### config.mk
export PLATFORM = sky130hd
export DESIGN_NAME = datamover_cmd_issuer_flat
export DESIGN_NICKNAME = d
export VERILOG_FILES = /design/src/rtl/datamover_cmd_issuer_if.sv /design/src/rtl/datamover_cmd_issuer.sv /design/src/flat_wrapper.sv
export SDC_FILE = /design/constraint.sdc
export NUM_CORES = 1
export LEC_CHECK = 0
export BUFFER_PORTS_ARGS = -buffer_cell sky130_fd_sc_hd__buf_2
export CAP_MARGIN = 20
export CORE_ASPECT_RATIO = 0.6
export CORE_MARGIN = 2
export CORE_UTILIZATION = 50
export CTS_CLUSTER_SIZE = 28
export DETAILED_ROUTE_END_ITERATION = 6
export PLACE_DENSITY = 0.91
export SLEW_MARGIN = 40
export SYNTH_ARGS = -nofsm -noshare
export SYNTH_HDL_FRONTEND = slang
export SYNTH_SLANG_ARGS = --single-unit
### constraint.sdc
create_clock -name clk -period 4.2 [get_ports clk]
set_input_delay 0.42 -clock clk [delete_from_list [all_inputs] [get_ports clk]]
set_output_delay 0.42 -clock clk [all_outputs]
set_load 0.01 [all_outputs]
### src/rtl/datamover_cmd_issuer_if.sv
// Request, DataMover command and DataMover status channels of the S2MM command issuer.
// Ports: s_req_* (write requests in), M_AXIS_CMD_* (command stream out),
//        S_AXIS_STS_* (8-bit status stream in). master = issuer side, slave = surroundings.
interface datamover_cmd_issuer_if #(
  parameter int ADDR_WIDTH = 64
);
  // Write request from the frame writer
  logic [ADDR_WIDTH-1:0]  s_req_addr;
  logic [22:0]            s_req_len;
  logic                   s_req_eof;
  logic                   s_req_valid;
  logic                   s_req_ready;

  // Command stream towards the DataMover
  logic [ADDR_WIDTH+39:0] M_AXIS_CMD_tdata;
  logic                   M_AXIS_CMD_tvalid;
  logic                   M_AXIS_CMD_tready;

  // Status stream back from the DataMover
  logic [7:0]             S_AXIS_STS_tdata;
  logic                   S_AXIS_STS_tkeep;
  logic                   S_AXIS_STS_tlast;
  logic                   S_AXIS_STS_tvalid;
  logic                   S_AXIS_STS_tready;

  modport master (
    input  s_req_addr, s_req_len, s_req_eof, s_req_valid,
    output s_req_ready,
    output M_AXIS_CMD_tdata, M_AXIS_CMD_tvalid,
    input  M_AXIS_CMD_tready,
    input  S_AXIS_STS_tdata, S_AXIS_STS_tkeep, S_AXIS_STS_tlast, S_AXIS_STS_tvalid,
    output S_AXIS_STS_tready
  );

  modport slave (
    output s_req_addr, s_req_len, s_req_eof, s_req_valid,
    input  s_req_ready,
    input  M_AXIS_CMD_tdata, M_AXIS_CMD_tvalid,
    output M_AXIS_CMD_tready,
    output S_AXIS_STS_tdata, S_AXIS_STS_tkeep, S_AXIS_STS_tlast, S_AXIS_STS_tvalid,
    input  S_AXIS_STS_tready
  );
endinterface

### src/rtl/datamover_cmd_issuer.sv
// Purpose: turns write requests into tagged AXI DataMover S2MM commands, bounds outstanding
//          commands and latches the first failing status (tag + cause).
// Latency: request handshake -> command valid next cycle; status -> flags next cycle.
// Backpressure: one-entry command register; s_req_ready drops while it is full, while the
//          outstanding limit is reached, or after an error. Status is always accepted out of reset.
// Ports: clk, resetn (sync, active-low); bus (datamover_cmd_issuer_if.master: s_req_*,
//        M_AXIS_CMD_*, S_AXIS_STS_*); outstanding, idle, err_encountered, err_tag, err_code,
//        cmd_count, sts_count.
// Option: define DATAMOVER_TAG_CHECK_EN to require statuses to return in issue (tag) order.
module datamover_cmd_issuer #(
  parameter int ADDR_WIDTH      = 64,
  parameter int MAX_OUTSTANDING = 8
) (
  input  logic                   clk,
  input  logic                   resetn,
  datamover_cmd_issuer_if.master bus,
  output logic [3:0]             outstanding,
  output logic                   idle,
  output logic                   err_encountered,
  output logic [3:0]             err_tag,
  output logic [3:0]             err_code,
  output logic [31:0]            cmd_count,
  output logic [31:0]            sts_count
);

  localparam logic [3:0] MAX_OUT = 4'(MAX_OUTSTANDING);

  typedef enum logic {
    EMPTY = 1'b0,
    FULL  = 1'b1
  } cmd_state_t;

  cmd_state_t             state;
  logic [ADDR_WIDTH+39:0] cmd_tdata;
  logic [3:0]             issue_tag;

  logic       req_hs;
  logic       cmd_hs;
  logic       sts_hs;
  logic       sts_dec;
  logic [3:0] sts_tag;
  logic       st_interr;
  logic       st_decerr;
  logic       st_slverr;
  logic       st_okay;
  logic       st_protocol;
  logic       st_err;

`ifdef DATAMOVER_TAG_CHECK_EN
  logic [3:0] exp_tag;
`endif

  // tkeep/tlast carry nothing for an 8-bit single-beat status
  wire unused_sts = &{1'b0, bus.S_AXIS_STS_tkeep, bus.S_AXIS_STS_tlast};

  assign bus.s_req_ready       = resetn & (state == EMPTY) & ~err_encountered &
                                 (outstanding < MAX_OUT);
  assign bus.M_AXIS_CMD_tvalid = (state == FULL);
  assign bus.M_AXIS_CMD_tdata  = cmd_tdata;
  assign bus.S_AXIS_STS_tready = resetn;

  assign req_hs = bus.s_req_valid & bus.s_req_ready;
  assign cmd_hs = bus.M_AXIS_CMD_tvalid & bus.M_AXIS_CMD_tready;
  assign sts_hs = bus.S_AXIS_STS_tvalid & resetn;

  assign sts_tag   = bus.S_AXIS_STS_tdata[3:0];
  assign st_interr = bus.S_AXIS_STS_tdata[4];
  assign st_decerr = bus.S_AXIS_STS_tdata[5];
  assign st_slverr = bus.S_AXIS_STS_tdata[6];
  assign st_okay   = bus.S_AXIS_STS_tdata[7];

  // A status with nothing outstanding is not matched to any command; the counter
  // must not wrap below zero, so it simply stays at 0.
  assign sts_dec = sts_hs & (outstanding != 4'd0);

`ifdef DATAMOVER_TAG_CHECK_EN
  assign st_protocol = (outstanding == 4'd0) | (sts_tag != exp_tag);
`else
  assign st_protocol = (outstanding == 4'd0);
`endif

  assign st_err = ~st_okay | st_interr | st_decerr | st_slverr | st_protocol;

  assign idle = (state == EMPTY) & (outstanding == 4'd0);

  always_ff @(posedge clk) begin
    if (!resetn) begin
      state           <= EMPTY;
      cmd_tdata       <= '0;
      issue_tag       <= 4'd0;
      outstanding     <= 4'd0;
      err_encountered <= 1'b0;
      err_tag         <= 4'd0;
      err_code        <= 4'd0;
      cmd_count       <= 32'd0;
      sts_count       <= 32'd0;
`ifdef DATAMOVER_TAG_CHECK_EN
      exp_tag         <= 4'd0;
`endif
    end else begin
      case (state)
        EMPTY: begin
          // Zero-length requests are swallowed: the register stays empty.
          if (req_hs && (bus.s_req_len != 23'd0)) begin
            // Only one command is ever held, so issue_tag here is the tag it will leave with.
            cmd_tdata <= {4'h0, issue_tag, bus.s_req_addr, 1'b0, bus.s_req_eof,
                          6'h00, 1'b1, bus.s_req_len};
            state     <= FULL;
          end
        end
        FULL: begin
          if (cmd_hs) state <= EMPTY;
        end
        default: state <= EMPTY;
      endcase

      if (cmd_hs) begin
        issue_tag <= issue_tag + 4'd1;
        cmd_count <= cmd_count + 32'd1;
      end

      outstanding <= outstanding + {3'b000, cmd_hs} - {3'b000, sts_dec};

      if (sts_hs) begin
        sts_count <= sts_count + 32'd1;
`ifdef DATAMOVER_TAG_CHECK_EN
        exp_tag   <= exp_tag + 4'd1;
`endif
        if (st_err && !err_encountered) begin
          err_encountered <= 1'b1;
          err_tag         <= sts_tag;
          err_code        <= {st_protocol, st_slverr, st_decerr, st_interr};
        end
      end
    end
  end

endmodule

### src/flat_wrapper.sv
// flat-port wrapper written by rule: the top's interface ports become plain ports
module datamover_cmd_issuer_flat 
#(
  parameter int ADDR_WIDTH      = 64,
  parameter int MAX_OUTSTANDING = 8
)
  (clk, resetn, outstanding, idle, err_encountered, err_tag, err_code, cmd_count, sts_count, bus_s_req_addr, bus_s_req_len, bus_s_req_eof, bus_s_req_valid, bus_s_req_ready, bus_M_AXIS_CMD_tdata, bus_M_AXIS_CMD_tvalid, bus_M_AXIS_CMD_tready, bus_S_AXIS_STS_tdata, bus_S_AXIS_STS_tkeep, bus_S_AXIS_STS_tlast, bus_S_AXIS_STS_tvalid, bus_S_AXIS_STS_tready);
  datamover_cmd_issuer_if #(.ADDR_WIDTH(ADDR_WIDTH)) bus_i ();
  input  logic clk;
  input  logic resetn;
  output logic [3:0] outstanding;
  output logic idle;
  output logic err_encountered;
  output logic [3:0] err_tag;
  output logic [3:0] err_code;
  output logic [31:0] cmd_count;
  output logic [31:0] sts_count;
  input wire logic [$bits(bus_i.s_req_addr)-1:0] bus_s_req_addr;
  input wire logic [$bits(bus_i.s_req_len)-1:0] bus_s_req_len;
  input wire logic [$bits(bus_i.s_req_eof)-1:0] bus_s_req_eof;
  input wire logic [$bits(bus_i.s_req_valid)-1:0] bus_s_req_valid;
  output wire logic [$bits(bus_i.s_req_ready)-1:0] bus_s_req_ready;
  output wire logic [$bits(bus_i.M_AXIS_CMD_tdata)-1:0] bus_M_AXIS_CMD_tdata;
  output wire logic [$bits(bus_i.M_AXIS_CMD_tvalid)-1:0] bus_M_AXIS_CMD_tvalid;
  input wire logic [$bits(bus_i.M_AXIS_CMD_tready)-1:0] bus_M_AXIS_CMD_tready;
  input wire logic [$bits(bus_i.S_AXIS_STS_tdata)-1:0] bus_S_AXIS_STS_tdata;
  input wire logic [$bits(bus_i.S_AXIS_STS_tkeep)-1:0] bus_S_AXIS_STS_tkeep;
  input wire logic [$bits(bus_i.S_AXIS_STS_tlast)-1:0] bus_S_AXIS_STS_tlast;
  input wire logic [$bits(bus_i.S_AXIS_STS_tvalid)-1:0] bus_S_AXIS_STS_tvalid;
  output wire logic [$bits(bus_i.S_AXIS_STS_tready)-1:0] bus_S_AXIS_STS_tready;
  assign bus_i.s_req_addr = bus_s_req_addr;
  assign bus_i.s_req_len = bus_s_req_len;
  assign bus_i.s_req_eof = bus_s_req_eof;
  assign bus_i.s_req_valid = bus_s_req_valid;
  assign bus_s_req_ready = bus_i.s_req_ready;
  assign bus_M_AXIS_CMD_tdata = bus_i.M_AXIS_CMD_tdata;
  assign bus_M_AXIS_CMD_tvalid = bus_i.M_AXIS_CMD_tvalid;
  assign bus_i.M_AXIS_CMD_tready = bus_M_AXIS_CMD_tready;
  assign bus_i.S_AXIS_STS_tdata = bus_S_AXIS_STS_tdata;
  assign bus_i.S_AXIS_STS_tkeep = bus_S_AXIS_STS_tkeep;
  assign bus_i.S_AXIS_STS_tlast = bus_S_AXIS_STS_tlast;
  assign bus_i.S_AXIS_STS_tvalid = bus_S_AXIS_STS_tvalid;
  assign bus_S_AXIS_STS_tready = bus_i.S_AXIS_STS_tready;
  datamover_cmd_issuer #(.ADDR_WIDTH(ADDR_WIDTH), .MAX_OUTSTANDING(MAX_OUTSTANDING)) u_core (.clk(clk), .resetn(resetn), .bus(bus_i), .outstanding(outstanding), .idle(idle), .err_encountered(err_encountered), .err_tag(err_tag), .err_code(err_code), .cmd_count(cmd_count), .sts_count(sts_count));
endmodule
==> metrics <==
post-layout min period=2430 ps; area of the multi-input gates=0.00336 mm²; Max-slew headroom=0.454; Most used DFF post-synth=dfxtp_1; met1 Use GR=0.288; H-Tree Depth=4; maxcap violations=0; status=finished clean; FF-to-FF path depth=10; buffer depth of the longest clock path=2; CTS Sinks=175; final hold violations=0; Worst Path Max Fanout=4; Final setup viols=0; input/output buffers=274; synthesis-to-finish area growth=26.9%; residual DRC count=0; grt peak-use layer=met2; total gr overflow=0; full die area=0.0161 mm²; leading area contributor after synthesis=dfxtp_1; DR vias/cell=5.16; Area contributors post-synth=dfxtp_1 47%, mux2i_1 14%, nand2_1 6.1%; hold slack=242 ps; first-pass GRT wire length=30.1 mm; FMAX=0.411 GHz; Worst Path Required=4460 ps; TritonCTS clock tree=built; Post-Syn Area=0.00752 mm²; Root Buffer=clkbuf_16; Final Max Slew Viols=0; initial antenna violation count=0; Post-Route Utilization=0.654; hold path cells=3; drt pass-1 iters=5; syn_area_per_cell=8.86 µm²; top-count cell post-synth=dfxtp_1; die span in x=162 µm; Fillers=1215; Hold Path Class=in -> reg; WS Path Type=reg -> reg; Post-synth EDFFs=0; synth warn=0; number of diodes=0; num ports=288; synthesized instance count=848; Post-synth ARST share=0; M2 GR Usage=0.388; Starting DRT DRC Count=408; DR vias=6751; post-CTS setup buffers=0; Sequential Area=0.00350 mm²; Post-CTS Hold Fix Bufs=0; Worst setup EP type=flip-flop; Starting Density=0.515; Post-CTS Resized=0; Leak=0.00497 µW; startpoint types=flip-flop; Final WS setup=1770 ps; Post-synth top cells=175 x dfxtp_1, 122 x nand2_1, 108 x inv_1; Worst-Margin Slew=819 ps; fin crit share=0.579; Setup Skew=14.9 ps; Rows=34; Max VDD drop=0.249 mV; CTS buffer count=17; clock slew at reported path FFs=70 ps; Power Density=433 mW/mm²; HPWL Detailed=13.6 mm; Total GRT Usage=0.227; GP Congestion=0.839; Die H=99.0 µm; layout cells sized above 1=0.284; clk_lat worst skew=410 ps; final wirelength=18.8 mm; largest net degree at the start of global routing=103; DR WL/cell=14.4 µm; pre-CTS setup slack=1540 ps; Yosys top cell area share=0.466; vias in the first global route=6345; fin nets=1210; FF+latch count, synth=175; crit path DAT=2690 ps; sum of negative setup slack=0 ps; unrepaired setup endpoints after global routing=no; Core ar.=0.0146 mm²; post-synthesis sequential area ratio=0.466; GRT met3 Usage=0.0589; ANT nets after route=0; Distinct cells, synth=44
## worst paths after layout
check                                                startpoint                              end  slack, ps
worst max-delay path                      u_core.outstanding[2]            u_core.outstanding[2]       1770
worst min-delay path                          bus_s_req_addr[6]  u_core.bus.M_AXIS_CMD_tdata[38]        240
worst max register to register            u_core.outstanding[2]            u_core.outstanding[2]       1770
worst min register to register  u_core.bus.M_AXIS_CMD_tdata[32]  u_core.bus.M_AXIS_CMD_tdata[32]        460
## state kept, by name, indices dropped and copies added, names as in the netlist
signal / count
u_core.bus.M_AXIS_CMD_tdata: 93
u_core.bus.M_AXIS_CMD_tvalid: 1
u_core.cmd_count: 32
u_core.err_code: 4
u_core.err_encountered: 1
u_core.err_tag: 4
u_core.issue_tag: 4
u_core.outstanding: 4
u_core.sts_count: 32
## per-stage QoR
stage	total power [µW]	instance area, µm²	std cells
6_report	4130	9540	1309
5_1_grt	4320	9540	1309
4_1_cts	4170	9520	1308
3_5_place_dp	2590	8930	1276
3_3_place_gp	2560	8920	1276
2_1_floorplan	2320	7550	858
## report_power, final
part / switching (µW) / total (µW) / internal (µW)
clock: 672 / 1580 / 910
sequential: 76.0 / 1880 / 1800
combinational: 370 / 672 / 302
## routing by layer
layer  up-vias  part of all wire
li1       3327                 -
met1      3137              0.44
met2       261              0.47
met3        26             0.071
met4         0             0.013
met5         -                 0
## kinds of logic (layout without fill, tap and decap cells)
group	after synthesis	count (layout)	synth area share
compound gates	88	88	0.0707
buf+inv	167	420	0.0934
xor+xnor	26	26	0.0303
simple gates	280	280	0.187
other cells	1	11	0.000499
flops	175	175	0.466
fa+ha+maj	9	9	0.0160
mux	102	102	0.136
## final cells by class
cell class	instances	share of cell area
inverters	110	0.0433
clock buffers	20	0.0468
clock inverters	12	0.0156
repair buffers	278	0.149
well taps	198	0.0260
multi-input cells	516	0.352
flip-flops and latches	175	0.367
## worst max-delay path: stages (launching register included)
cell and delay [ps]:
dfxtp_1 310, inv_1 70, ha_1 140, or3b_2 500
nor2b_1 170, ha_1 280, inv_1 40, ha_1 200
fa_1 380, xnor2_1 150, nor2_1 60
## cell usage in the layout (no fill, tap or decap), drive strengths merged, types with 3 or more instances in the layout
cell type    n
a21oi       43
and2         5
and4         9
buf        278
clkbuf      20
clkinv       5
conb        11
dfxtp      175
ha           8
inv        114
mux2i      102
nand2      122
nand2b       3
nand3       19
nand4       18
nor2        37
nor3         4
nor4        13
o21a         3
o21ai       11
o31ai       27
or3         12
or4         31
xnor2       15
xor2        11
Power figures use the tool's default switching activity.
